## config.mk

```make
export PLATFORM = sky130hd
export DESIGN_NAME = alu_arbiter
export DESIGN_NICKNAME = d
export VERILOG_FILES = /design/src/rtl/alu_pkg.sv /design/src/rtl/alu.sv /design/src/rtl/alu_arbiter.sv
export SDC_FILE = /design/constraint.sdc
export NUM_CORES = 1
export LEC_CHECK = 0
export CORE_MARGIN = 2
export CORE_UTILIZATION = 58
export DETAILED_ROUTE_END_ITERATION = 6
export PLACE_DENSITY = 0.93
export SYNTH_ARGS = -nofsm -noshare
export SYNTH_HDL_FRONTEND = slang
export SYNTH_SLANG_ARGS = --single-unit
```

## constraint.sdc

```tcl
create_clock -name clk -period 6.65 [get_ports clk]
set_input_delay 0.665 -clock clk [delete_from_list [all_inputs] [get_ports clk]]
set_output_delay 0.665 -clock clk [all_outputs]
set_load 0.03 [all_outputs]
```

## src/rtl/alu_pkg.sv

```systemverilog
// alu_pkg: opcode constants and arbiter FSM state shared by alu and alu_arbiter.
// Exports ALU_* opcodes (4-bit) and arb_state_t {IDLE, EXEC, RESP}.
package alu_pkg;

  localparam logic [3:0] ALU_AND = 4'b0000;
  localparam logic [3:0] ALU_OR  = 4'b0001;
  localparam logic [3:0] ALU_ADD = 4'b0010;
  localparam logic [3:0] ALU_SUB = 4'b0011;
  localparam logic [3:0] ALU_XOR = 4'b0100;
  localparam logic [3:0] ALU_BEQ = 4'b1000;

  typedef enum logic [1:0] {
    IDLE,
    EXEC,
    RESP
  } arb_state_t;

endpackage

```

## src/rtl/alu.sv

```systemverilog
// alu: purely combinational integer ALU; unknown opcodes give zero.
// Ports: op (operation), a/b (operands), y (result, wraps modulo 2^DATA_WIDTH).
module alu
  import alu_pkg::*;
#(
  parameter int DATA_WIDTH    = 32,
  parameter int OPCODE_LENGTH = 4
) (
  input  logic [OPCODE_LENGTH-1:0] op,
  input  logic [DATA_WIDTH-1:0]    a,
  input  logic [DATA_WIDTH-1:0]    b,
  output logic [DATA_WIDTH-1:0]    y
);

  always_comb begin
    y = '0;
    case (op)
      ALU_AND: y = a & b;
      ALU_OR:  y = a | b;
      ALU_ADD: y = a + b;
      ALU_SUB: y = a - b;
      ALU_XOR: y = a ^ b;
      ALU_BEQ: y = {{(DATA_WIDTH-1){1'b0}}, (a == b)};
      default: y = '0;
    endcase
  end

endmodule

```

## src/rtl/alu_arbiter.sv

```systemverilog
// alu_arbiter: round-robin share of one alu between two valid/ready requesters.
// Ports: clk, reset (async high), req_* handshake in, rsp_* handshake out, busy.
module alu_arbiter
  import alu_pkg::*;
#(
  parameter int DATA_WIDTH    = 32,
  parameter int OPCODE_LENGTH = 4
) (
  input  logic                          clk,
  input  logic                          reset,
  input  logic [1:0]                    req_valid,
  output logic [1:0]                    req_ready,
  input  logic [1:0][OPCODE_LENGTH-1:0] req_op,
  input  logic [1:0][DATA_WIDTH-1:0]    req_a,
  input  logic [1:0][DATA_WIDTH-1:0]    req_b,
  output logic [1:0]                    rsp_valid,
  input  logic [1:0]                    rsp_ready,
  output logic [DATA_WIDTH-1:0]         rsp_result,
  output logic                          busy
);

  arb_state_t               state;
  logic                     grant_q;
  logic                     last_grant;
  logic                     win;
  logic [OPCODE_LENGTH-1:0] op_q;
  logic [DATA_WIDTH-1:0]    a_q;
  logic [DATA_WIDTH-1:0]    b_q;
  logic [DATA_WIDTH-1:0]    result_q;
  logic [DATA_WIDTH-1:0]    alu_y;

  // Under contention the lane that did not win last time goes next.
  function automatic logic rr_pick(
    input logic [1:0] v,
    input logic       last
  );
    logic g;
    unique case (1'b1)
      (v == 2'b11): g = ~last;
      (v == 2'b10): g = 1'b1;
      default:      g = 1'b0;
    endcase
    return g;
  endfunction

  assign win = rr_pick(req_valid, last_grant);

  // Gated by reset so no grant is offered while reset is held.
  always_comb begin
    req_ready = '0;
    if (!reset && state == IDLE && |req_valid)
      req_ready[win] = 1'b1;
  end

  always_comb begin
    rsp_valid = '0;
    if (state == RESP)
      rsp_valid[grant_q] = 1'b1;
  end

  assign rsp_result = result_q;
  assign busy       = (state != IDLE);

  alu #(
    .DATA_WIDTH   (DATA_WIDTH),
    .OPCODE_LENGTH(OPCODE_LENGTH)
  ) u_alu (
    .op(op_q),
    .a (a_q),
    .b (b_q),
    .y (alu_y)
  );

  always_ff @(posedge clk or posedge reset) begin
    if (reset) begin
      state      <= IDLE;
      grant_q    <= 1'b0;
      last_grant <= 1'b1;
      op_q       <= '0;
      a_q        <= '0;
      b_q        <= '0;
      result_q   <= '0;
    end else begin
      unique case (state)
        IDLE: begin
          if (|req_valid) begin
            grant_q <= win;
            op_q    <= req_op[win];
            a_q     <= req_a[win];
            b_q     <= req_b[win];
            state   <= EXEC;
          end
        end
        EXEC: begin
          result_q <= alu_y;
          state    <= RESP;
        end
        RESP: begin
          if (rsp_ready[grant_q]) begin
            last_grant <= grant_q;
            state      <= IDLE;
          end
        end
        default: state <= IDLE;
      endcase
    end
  end

endmodule

```

; ---- After elaboration in Yosys (flattened, before gate mapping)
; Cells that the tools add are included.
[op_classes]
n_mul = 0
n_eq_ne = 12
add_sub_neg = 2
n_reduce_logical = 12
div_mod_pow = 0
shifts = 0
order_cmp = 4
mux = 19
n_bitwise = 4
[op_table]
columns = operator, count
row1 = 32-bit case mux with 6 select lines, 1
row2 = 32-bit two-way mux, 4
row3 = 32-bit adder, 1
row4 = 32-bit bitwise AND, 1
row5 = 32-bit equality test, 1
row6 = 32-bit OR, 1
row7 = 32-bit subtractor, 1
row8 = 32-bit XOR, 1
row9 = "4-bit by 2-bit equality test with 1-bit output, second input constant", 2
row10 = 2-bit two-way mux, 4
row11 = 4-bit two-way mux, 2
row12 = "2-bit equality test, second input constant", 3
row13 = 2-bit case mux with 3 select lines, 1
row14 = 2-bit AND reduction, 3
row15 = "4-bit by 1-bit equality test with 1-bit output, second input constant", 1
row16 = "4-bit by 3-bit equality test with 1-bit output, second input constant", 1
row17 = "4-bit equality test, second input constant", 1
row18 = 1-bit logical AND, 4
row19 = 4-bit zero test, 1
row20 = "1-bit by 2-bit less-than comparator with 1-bit output, second input constant", 2
row21 = 1-bit two-way mux, 4
row22 = "2-bit by 1-bit != test with 1-bit output, second input constant", 2
row23 = 1-bit demux with 1-bit select, 2
row24 = "2-bit by 1-bit equality test with 1-bit output, second input constant", 1
row25 = other kinds (7), 8
[word_totals]
latchBits = 0
mem_bits_rw = 0
romBits = 0
output_inout_bits = 37
reg_bits = 104
n_memories = 0

; ---- Depth between registers and ports, before layout
; Gate-level depths: netlist of the first run.
[depth]
word_depth = 7
depth_mapped = 13

; ---- By module
; Synthesis of the first run repeated with hierarchy kept, for this count alone.
[hier_totals]
cells_unflattened = 1145
hier_area_um2 = 9919.5
[modules_own_cells]
columns = mod, seq_area_each_um2, cells_per_inst, instances, area_each_um2
row1 = alu_arbiter, 2603.7, 410, 1, 5087.4
row2 = alu, 0.0, 735, 1, 4832.1

; ---- Worst setup path before layout of the first run
; No wires, ideal clock.
[synth_timing]
path_type = reg-to-reg
from = reg a_q[1]
to = reg result_q[29], in the netlist rsp_result[29]
arrival_ps = 2668
setup_ps = 122
required_ps = 6528
path_slack_ps = 3860
stages_incl_launch_ff = 12
path_cell_list = dfrtp_1 > inv_1 > ha_1 > nor3_2 > o31ai_2 > nand3_4 > a31oi_4 > o31ai_4 > a2111oi_4 > mux2_4 > a221oi_2 > nor2_2
[synth_via]
elab_chain_len = 2
word_cells_on_any_way = 3
cone_classes = add/sub (2) / mux (1)
[synth_lines]
columns = element, line
row1 = "start, declared", alu_arbiter.sv:27  ; logic [DATA_WIDTH-1:0] a_q;
row2 = "start signal, assigned", alu_arbiter.sv:89  ; a_q <= req_a[win];
row3 = 32-bit subtractor / 32-bit adder (equally long branches), "alu.sv:21, alu.sv:20"
row4 = 32-bit case mux with 6 select lines *, alu.sv:17  ; case (op)
row5 = "end signal, assigned", alu_arbiter.sv:95  ; result_q <= alu_y;
row6 = "end, declared", alu_arbiter.sv:29  ; logic [DATA_WIDTH-1:0] result_q;
; Mark *: on every way between the ends. The rest lies on a longest branch, timed or not.
; A chain may end at the register's enable or synchronous reset.

; ---- Final worst setup path of the first run
[layout_timing]
from = reg b_q[14]
to = reg result_q[29], in the netlist rsp_result[29]
[layout_via]
elab_chain_len = 2
word_cells_on_any_way = 3
cone_classes = add/sub (2) / mux (1)
[layout_lines]
columns = element, line
row1 = "start, declared", alu_arbiter.sv:28  ; logic [DATA_WIDTH-1:0] b_q;
row2 = "start signal, assigned", alu_arbiter.sv:90  ; b_q <= req_b[win];
row3 = 32-bit subtractor / 32-bit adder (equally long branches), "alu.sv:21, alu.sv:20"
row4 = 32-bit case mux with 6 select lines *, alu.sv:17
; Marks and branches as above.

==> metrics.txt, run 1 <==
status=finished, violations left; failing checks=DRC; WL final=~31,000 um; sequential fraction of the synthesis area=0.2835; vias per std cell=roughly 6.6; cell count after synthesis=about 1,100; later-pin clock latency in the skew report=370 ps; Pins Over Slew Limit=0; CP max FO=11; CP peak stage delay=approximately 500 ps; clk_skew=between 10 and 15 ps; ratio of cells with drive above 1 in the final layout=0.06480; DR iter-0 viols=about 1,100; CTS tree=built; Avg Inst Size Synth=roughly 8.2 um^2; EDFF count, synth=0; PD cells=slightly above 600 nW/um^2; setup violators final=0; Worst path most repeated cell=inv_1; DP HPWL=22,290 um; MaxCap Viol Count=0; Worst slew margin=0.2667; Syn. warnings=0; Initial Util=0.5997; DIE AREA=16,860 um^2; Distinct cells, synth=about 90; vias after detailed routing=roughly 9,600; First-pass DRT Iterations=7; ant diodes=0; final net count=about 1,500; GRT Total Usage=0.3635; vias in the first global route=around 9,400; Routed Antenna Nets=0; cts bufs inserted=9; Hold Path Class=reg2reg; Leakage=4.917 nW; most numerous cell in the Yosys netlist=a21oi_1; core area=around 15,000 um^2; final instance area=~11,000 um^2; synth top area cells=dfrtp_1, ha_1, a21oi_1; DP Area=roughly 11,000 um^2; RSZ-0062 raised after global routing=no; CP Cell Sequence=inv_1 > ha_1 > inv_1 > a21oi_1 > o311ai_1 > a211oi_2 > o31ai_4 > a2111oi_4 > mux2_4 > a221oi_2 > nor2_2; Final period util=0.5033; Startpoint Class=flip-flop; row count=45; Post-synth top cells=a21oi_1, inv_1, dfrtp_1; Finished Layout Cells=between 1,000 and 1,500; Cell Area, Synth=just over 9000 um^2; Die Y=129.8 um; CTS max path bufs=2; Placed Cells=roughly 1,400; post-synthesis net count=between 1,000 and 1,500; Worst EP required=roughly 6900 ps; cts hold-fix bufs=0; Final Hold Fails=0; H-Tree Depth=3; Die W=about 130 um; Total Neg Setup Slack=0 ps; Synth async-reset ratio=1.000; min Tclk post-route=3347 ps; largest net degree at the start of global routing=roughly 70; Yosys top cell area share=0.2807; slowest CP cell=ha_1; Remaining Overflow, GRT=0; DRC viols=10; CP Capture Type=flip-flop; total power=approximately 6.9 mW; DR WL/cell=roughly 21 um; Root Buffer=clkbuf_16; Worst IR Drop VDD=0.5599 mV; Max Freq=around 300 MHz; initial antenna violation count=0; Util after Layout=0.7393; post-synth top area cell=dfrtp_1; Area Growth Syn to Fin=23.28%; GPL Wtd Cong=~0.97; Worst Path Arrival=between 3000 and 4000 ps; IO buf count=between 150 and 200; Reg clk slew, reported paths=80 ps; Boundary Pins=roughly 180; Synth Register Bits=104; PostCTS Resize Cnt=0; Sink Count=104; Post-CTS Setup Bufs=0; critical path class=reg2reg; prevailing post-synth register cell=dfrtp_1; Worst Tran Pin Value=between 1000 and 1500 ps; first-pass GRT wire length=a little under 50,000 um
==> report_power, final <==
group | total (mW) | internal [mW] | switching, mW
Combinational | 5.15 | 1.87 | 3.28
Sequential | 1.17 | 0.922 | 0.247
Clock | 0.531 | 0.262 | 0.270
==> cell usage in the layout, fill, tap and decap left out, types with 22 or more instances in the layout <==
cell,Yosys,routed
a21oi_1,133,133
ha_1,99,99
o21ai_0,56,56
o22ai_1,46,46
nor3_1,22,22
inv_1,120,119
clkdlybuf4s50_1,0,178
dfrtp_1,103,103
a222oi_1,24,24
nor2_1,76,75
nand2_1,69,69
==> sequential cells by signal, indices dropped and copies added, names as in the netlist <==
register	flops
last_grant	1
b_q	32
op_q	4
rsp_result	32
state	2
a_q	32
grant_q	1
==> layout make-up <==
type	instances	area [um^2]
Multi-Input combinational cell	816	5842
Inverter	126	475.5
Clock inverter	6	51.30
Fill cell	1176	3993
Sequential cell	104	2604
Clock buffer	10	229.0
Tap cell	211	264.0
Timing Repair Buffer	188	1857
==> per-stage QoR <==
step | setup slack (ps) | hold WS, ps
after floorplan | 3254 | 506.3
after global placement | 3445 | 461.3
after detailed placement | 3343 | 473.6
after CTS | 3354 | 489.5
after global routing | 3159 | 515.7
final | 3303 | 487.3
==> path summary, 6_finish.rpt <==
path | startpoint | endpoint | slack (ps) | depth (start not counted)
min | rsp_result[13] | rsp_result[13] | 490 | 2
max in group asynchronous | reset | rsp_result[13] | 4690 | 3
min in group asynchronous | reset | rsp_result[30] | 790 | 2
max reg2reg | b_q[14] | rsp_result[29] | 3300 | 11
min reg2reg | rsp_result[13] | rsp_result[13] | 490 | 2
max | b_q[14] | rsp_result[29] | 3300 | 11
==> layer usage <==
layer | global-route usage | vias up | share of wire
li1 | - | 4357 | -
met1 | 0.4844 | 4607 | 0.42
met2 | 0.6018 | 558 | 0.47
met3 | 0.05576 | 79 | 0.085
met4 | 0.1328 | 0 | 0.027
met5 | 0 | - | 0
==> critical path: cells and delay by family, from the launching register on <==
family | cells | cell delay, ps
simple gates | 1 | 50
fa+ha+maj | 1 | 500
flops | 1 | 400
buf+inv | 2 | 280
compound gates | 6 | 1660
mux | 1 | 340
==> cell families (layout without fill, tap and decap cells) <==
logic type | count (synthesis) | in the layout | synth area share
multiplexers | 8 | 8 | 0.009400
AO/OA/AOI/OAI | 431 | 431 | 0.3293
AND/OR/NAND/NOR | 257 | 257 | 0.1358
XOR/XNOR | 19 | 19 | 0.01812
buffers and inverters | 196 | 330 | 0.08460
adder cells (fa/ha/maj) | 101 | 101 | 0.1392
flip-flops | 104 | 104 | 0.2835
Note: power is estimated with default switching activity, not from simulation.
==> inputs of run 2 (changes only) <==
--- a/config.mk
+++ b/config.mk
@@ -6,9 +6,9 @@
 export NUM_CORES = 1
 export LEC_CHECK = 0
 export CORE_MARGIN = 2
-export CORE_UTILIZATION = 58
+export CORE_UTILIZATION = 48
 export DETAILED_ROUTE_END_ITERATION = 6
-export PLACE_DENSITY = 0.93
+export PLACE_DENSITY = 0.83
 export SYNTH_ARGS = -nofsm -noshare
 export SYNTH_HDL_FRONTEND = slang
 export SYNTH_SLANG_ARGS = --single-unit
==> constraint.sdc (replaced) <==
create_clock -name clk -period 2.9 [get_ports clk]
set_input_delay 0.29 -clock clk [delete_from_list [all_inputs] [get_ports clk]]
set_output_delay 0.29 -clock clk [all_outputs]
set_load 0.03 [all_outputs]
==> run 2 against run 1 <==
Effect of this change:
- the run ends with DRC, setup timing left
- power grew to 2.8 times the previous value
- clock skew rose by 1.6 ps
- worst hold slack worse by 34 ps
- clock power up 150%
- die area is 20% higher
- maximum frequency up 7.8%
- highest routed layer unchanged
==> metrics.txt, run 2 (synthesis results as in run 1) <==
Worst Tran Pin Value=931.0 ps (-168.9 ps); Finished Layout Cells=1,632 (+12%); Worst slew margin=0.3793 (+0.1126); Die Y=142.3 um (+9.6%); critical path class=reg2reg; First-pass DRT Iterations=7 (unchanged); Area Growth Syn to Fin=41.05%; fillers=1,532 (+30%); total power=19.09 mW (+180%); Max Freq=322.1 MHz (+7.8%); Startpoint Class=flip-flop; min Tclk post-route=3104 ps (-242.7 ps); core area=18,770 um^2 (+23%); slowest CP cell=dfrtp_1; Routed Antenna Nets=0 (unchanged); CTS tree=built; Worst IR Drop VDD=0.9779 mV (+75%); first-pass GRT wire length=51,540 um (+6.6%); vias in the first global route=9,958 (+6.5%); Reg clk slew, reported paths=80 ps (about the same); ant diodes=0 (unchanged); Hold Path Class=in2async; Final Hold Fails=0 (unchanged); final setup margin=-204.2 ps (-3507 ps); Leakage=5.693 nW (+16%); CP Cell Sequence=ha_2 > inv_2 > fa_2 > nand3b_1 > buf_4 > a211o_1 > a311oi_2 > o311ai_2 > a21oi_2 > o41ai_2 > xnor2_1 > nor3_1 > a221o_1; ratio of cells with drive above 1 in the final layout=0.2067 (+0.1419); Remaining Overflow, GRT=0 (unchanged); Boundary Pins=179 (unchanged); Pins Over Slew Limit=0 (unchanged); initial antenna violation count=0 (unchanged); Die W=142.3 um (+9.6%); Worst EP required=3150 ps (-3760 ps); clk_skew=13.73 ps (+1.597 ps); largest net degree at the start of global routing=105 (+54%); DR WL/cell=20.50 um (-2.0%); final net count=1,636 (+9.9%); cell family with the largest share of critical-path delay=compound AO/OA/AOI/OAI gates; IO buf count=178 (unchanged); row count=50 (+11%); GPL Wtd Cong=0.9838 (+1.8%); CTS max path bufs=2 (unchanged); Initial Util=0.4893 (-0.1103); CP peak stage delay=390 ps (-110 ps); CP Capture Type=flip-flop; setup violators final=5 (+5); vias after detailed routing=10,063 (+4.8%); most common cell after layout, fill and taps aside=clkdlybuf4s50_1; CP max FO=3 (-8); commonest non-fill, non-tap cells in the layout=clkdlybuf4s50_1, buf_4, a21oi_1; status=finished, violations left; RSZ-0062 raised after global routing=yes; DP HPWL=24,470 um (+9.8%); WHS=453.7 ps (-33.56 ps); PD cells=1474 nW/um^2 (+140%); H-Tree Depth=3 (unchanged); WL final=33,460 um (+9.4%); cts hold-fix bufs=0 (unchanged); Final period util=1.070 (+0.5671); Sink Count=104 (unchanged); MaxCap Viol Count=0 (unchanged); Crit path buffers/inverters=2 (unchanged); GRT Total Usage=0.3191 (-0.04441); Placed Cells=1,608 (+11%); vias per std cell=6.166 (-6.2%); later-pin clock latency in the skew report=370 ps (about the same); cts bufs inserted=9 (unchanged); Root Buffer=clkbuf_16; DR iter-0 viols=1,217 (+13%); DRC viols=9 (-1); Worst Path Arrival=3360 ps (-250 ps); DIE AREA=20,260 um^2 (+20%); failing checks=DRC, setup timing
==> run 2: final timing paths <==
check	to	slack [ps]	start	depth (start not counted)
max	rsp_result[28]	-200	b_q[0]	13
max reg2reg	rsp_result[28]	-200	b_q[0]	13
min in group clk	rsp_result[8]	500	rsp_result[8]	2
min	rsp_result[30]	450	reset	3
min reg2reg	rsp_result[8]	500	rsp_result[8]	2
max in group asynchronous	rsp_result[24]	1860	reset	3
==> run 2: layout make-up <==
cell class	instances	area [um^2]	share of cell area
clock inverter	4	55.05	0.004250
multi-input combinational	816	6260	0.4832
timing repair buffer	336	3015	0.2328
inverter	126	480.5	0.03709
sequential	104	2604	0.2010
clock buffer	12	246.5	0.01903
tap	234	292.8	0.02260
==> run 2: metrics by stage <==
step / util / setup WS (ps) / instance area [um^2] / setup TNS [ps]
floorplan: - / 110.0 / 9188 / 0
global placement: 0.6471 / -158.6 / 12140 / -645.2
detailed placement: 0.6471 / -111.9 / 12140 / -779.2
CTS: 0.6724 / -52.63 / 12620 / -72.80
global route: 0.6902 / -333.9 / 12950 / -1555
finish: 0.6902 / -204.2 / 12950 / -572.1
==> run 2: report_power, final <==
group	switching (mW)	total (mW)	leakage, nW	internal (mW)
registers	0.490	2.60	1.26	2.11
clock network	0.619	1.32	0.143	0.701
logic	8.68	15.2	4.29	6.49
==> run 2: per-layer routing <==
metal,vias up,wire length (um),global-route usage
met1,4806,14210,0.4279
met5,-,0,0
met4,0,755,0.09536
met3,65,2768,0.04744
met2,541,15730,0.5357
li1,4651,-,-
==> run 2: worst reg2reg max path, stage by stage (launching register included) <==
cell      delay, ps
dfrtp_1         390
ha_2            210
inv_2            50
fa_2            330
nand3b_1        230
buf_4           170
a211o_1         270
a311oi_2        320
o311ai_2        210
a21oi_2         220
o41ai_2         100
xnor2_1         160
nor3_1           60
a221o_1         280
==> run 2: repair_timing <==
action,4_1_cts,5_1_grt
pin swaps,8,25
setup buffers,4,5
setup endpoints to repair,13,23
resized for setup,25,66
==> inputs of run 3 (changes only) <==
--- a/config.mk
+++ b/config.mk
@@ -5,7 +5,6 @@
 export SDC_FILE = /design/constraint.sdc
 export NUM_CORES = 1
 export LEC_CHECK = 0
-export CORE_MARGIN = 2
 export CORE_UTILIZATION = 48
 export DETAILED_ROUTE_END_ITERATION = 6
 export PLACE_DENSITY = 0.83
==> run 3 against run 2 <==
Effect of this change:
- the run ends with setup timing left
- global-route usage rose by 1.7 points
- register-to-register slack improved by 190 ps
- core utilization rose by 0.58 points
- largest power group unchanged
- via count up 0.21%
- maximum frequency rose by 6.4%
- power up 0.13%
==> metrics.txt, run 3 (synthesis results as in run 1) <==
status=finished, violations left; failing checks=setup timing; IO buf count=178 (unchanged); Worst Path Arrival=3170 ps (-190 ps); Placed Cells=1,610 (+0.12%); Hold Path Class=in2async; RSZ-0062 raised after global routing=yes; Reg clk slew, reported paths=70 ps (about the same); First-pass DRT Iterations=6 (-1); WL final=33,230 um (-0.70%); min Tclk post-route=2919 ps (-185.5 ps); first-pass GRT wire length=52,300 um (+1.5%); Final period util=1.006 (-0.06396); cts bufs inserted=9 (unchanged); initial antenna violation count=0 (unchanged); CTS tree=built; PD cells=1468 nW/um^2 (-0.37%); GPL Wtd Cong=0.9684 (-1.6%); setup violators final=2 (-3); CP Capture Type=flip-flop; multi-input logic area=6256 um^2 (about the same); DR WL/cell=20.23 um (-1.4%); final setup margin=-18.68 ps (+185.5 ps); Pins Over Slew Limit=0 (unchanged); Crit path buffers/inverters=1 (-1); Root Buffer=clkbuf_16; DIE AREA=19,690 um^2 (-2.8%); critical path class=reg2reg; Die W=140.3 um (-1.4%); Sink Count=104 (unchanged); switching power share of the total=0.5114 (-0.001367); Int Power=9.340 mW (+0.41%); Worst slew margin=0.4386 (+0.05924); largest net degree at the start of global routing=105 (unchanged); Startpoint Class=flip-flop; fillers=1,440 (-6.0%); Area Growth Syn to Fin=41.76%; Total Neg Setup Slack=-33.71 ps (+538.3 ps); MaxCap Viol Count=0 (unchanged); Worst EP required=3150 ps (about the same); ant diodes=0 (unchanged); vias in the first global route=9,972 (+0.14%); DP HPWL=24,490 um (about the same); Initial Util=0.4910 (+0.001637); vias per std cell=6.138 (-0.46%); Routed Antenna Nets=0 (unchanged); Remaining Overflow, GRT=0 (unchanged); Worst IR Drop VDD=1.123 mV (+15%); Worst Tran Pin Value=820.9 ps (-110.1 ps); most common cell after layout, fill and taps aside=clkdlybuf4s50_1; DR iter-0 viols=1,020 (-16%); cell family with the largest share of critical-path delay=compound AO/OA/AOI/OAI gates; Final Hold Fails=0 (unchanged); slowest CP cell=dfrtp_1; DRC viols=0 (-9); CP max FO=3 (unchanged); final net count=1,647 (+0.67%); clock power share=0.064 (-0.005); vias after detailed routing=10,084 (+0.21%); later-pin clock latency in the skew report=360 ps (about the same); clk_skew=6.992 ps (-6.737 ps); cts hold-fix bufs=0 (unchanged); Max Freq=342.6 MHz (+6.4%); ratio of cells with drive above 1 in the final layout=0.2165 (+0.009742); H-Tree Depth=3 (unchanged); Boundary Pins=179 (unchanged); CP peak stage delay=380 ps (about the same); Die Y=140.3 um (-1.4%); core area=18,710 um^2 (-0.33%); Seq pwr share=0.137 (about the same); CP Cell Sequence=ha_2 > inv_2 > fa_2 > nand3b_1 > a211o_1 > a311oi_2 > o311ai_2 > a21oi_2 > o41ai_2 > xnor2_1 > nor3_1 > a221o_1; GRT Total Usage=0.3358 (+0.01668); commonest non-fill, non-tap cells in the layout=clkdlybuf4s50_1, buf_4, a21oi_1; row count=50 (unchanged); Sequential cell area=2605 um^2 (about the same); Leakage=5.733 nW (+0.70%); Logic pwr share=0.799 (+0.004); Psw=9.774 mW (-0.14%); CTS max path bufs=2 (unchanged); Finished Layout Cells=1,643 (+0.67%)
run 3: cell count changes in the layout (fill, tap and decap cells not counted), moves of 3 or more:
cell,delta
ha_4,+3
a21oi_1,+5
inv_2,+12
buf_4,+12
inv_1,-12
o21ai_1,-3
a21oi_2,-6
run 3: final cells by class:
cell class,count,area share
Timing Repair Buffer,347,0.2383
Inverter,126,0.03662
Tap cell,234,0.02249
Clock buffer,13,0.01999
Sequential cell,104,0.2001
Clock inverter,3,0.001922
Multi-Input combinational cell,816,0.4805
run 3: worst paths after layout:
path,end,from,cells past startpoint,slack (ps)
worst max register to register,rsp_result[28],a_q[0],12,-20
worst min register to register,rsp_result[5],rsp_result[5],2,490
worst min-delay path,b_q[27],reset,3,490
min in group clk,rsp_result[5],rsp_result[5],2,490
max in group asynchronous,b_q[18],reset,3,1920
worst max-delay path,rsp_result[28],a_q[0],12,-20
run 3: worst min-delay path, stage by stage:
cell and delay (ps):
clkdlybuf4s50_1 480, clkinvlp_4 120, buf_12 420
run 3: timing repair:
action                                 in CTS  in global routing
setup endpoints to repair                  14                 18
buffers inserted                            2                 16
endpoints found under the hold margin       0                  0
gates resized for setup                    19                 75
pin swaps                                   8                 35
run 3: metrics by stage:
step           hold slack [ps]  cell area [um^2]  total power [mW]  worst slack, ps    util
6_report                 488.0             13020             19.11           -18.68  0.6960
5_1_grt                  520.6             13020             20.36           -181.8  0.6960
4_1_cts                  491.5             12570             17.67           -7.648  0.6718
3_5_place_dp             475.0             12170             16.16           -213.7  0.6507
3_3_place_gp             466.9             12170             15.95           -153.2  0.6507
2_1_floorplan            415.3              9188             11.10            110.0       -
run 3: power groups by stage:
| stage | registers, mW | logic, mW | clock network (mW) |
|---|---|---|---|
| global route | 2.69 | 16.4 | 1.29 |
| detailed placement | 2.62 | 13.5 | 0 |
| floorplan | 2.88 | 8.22 | 0 |
| finish | 2.61 | 15.3 | 1.23 |
| global placement | 2.57 | 13.4 | 0 |
| CTS | 2.60 | 13.8 | 1.23 |
run 3: routing by layer:
metal | vias to the layer above | part of all wire | global-route usage
li1 | 4671 | - | -
met1 | 4831 | 0.43 | 0.4421
met2 | 517 | 0.47 | 0.5653
met3 | 65 | 0.073 | 0.04752
met4 | 0 | 0.024 | 0.1116
met5 | - | 0 | 0
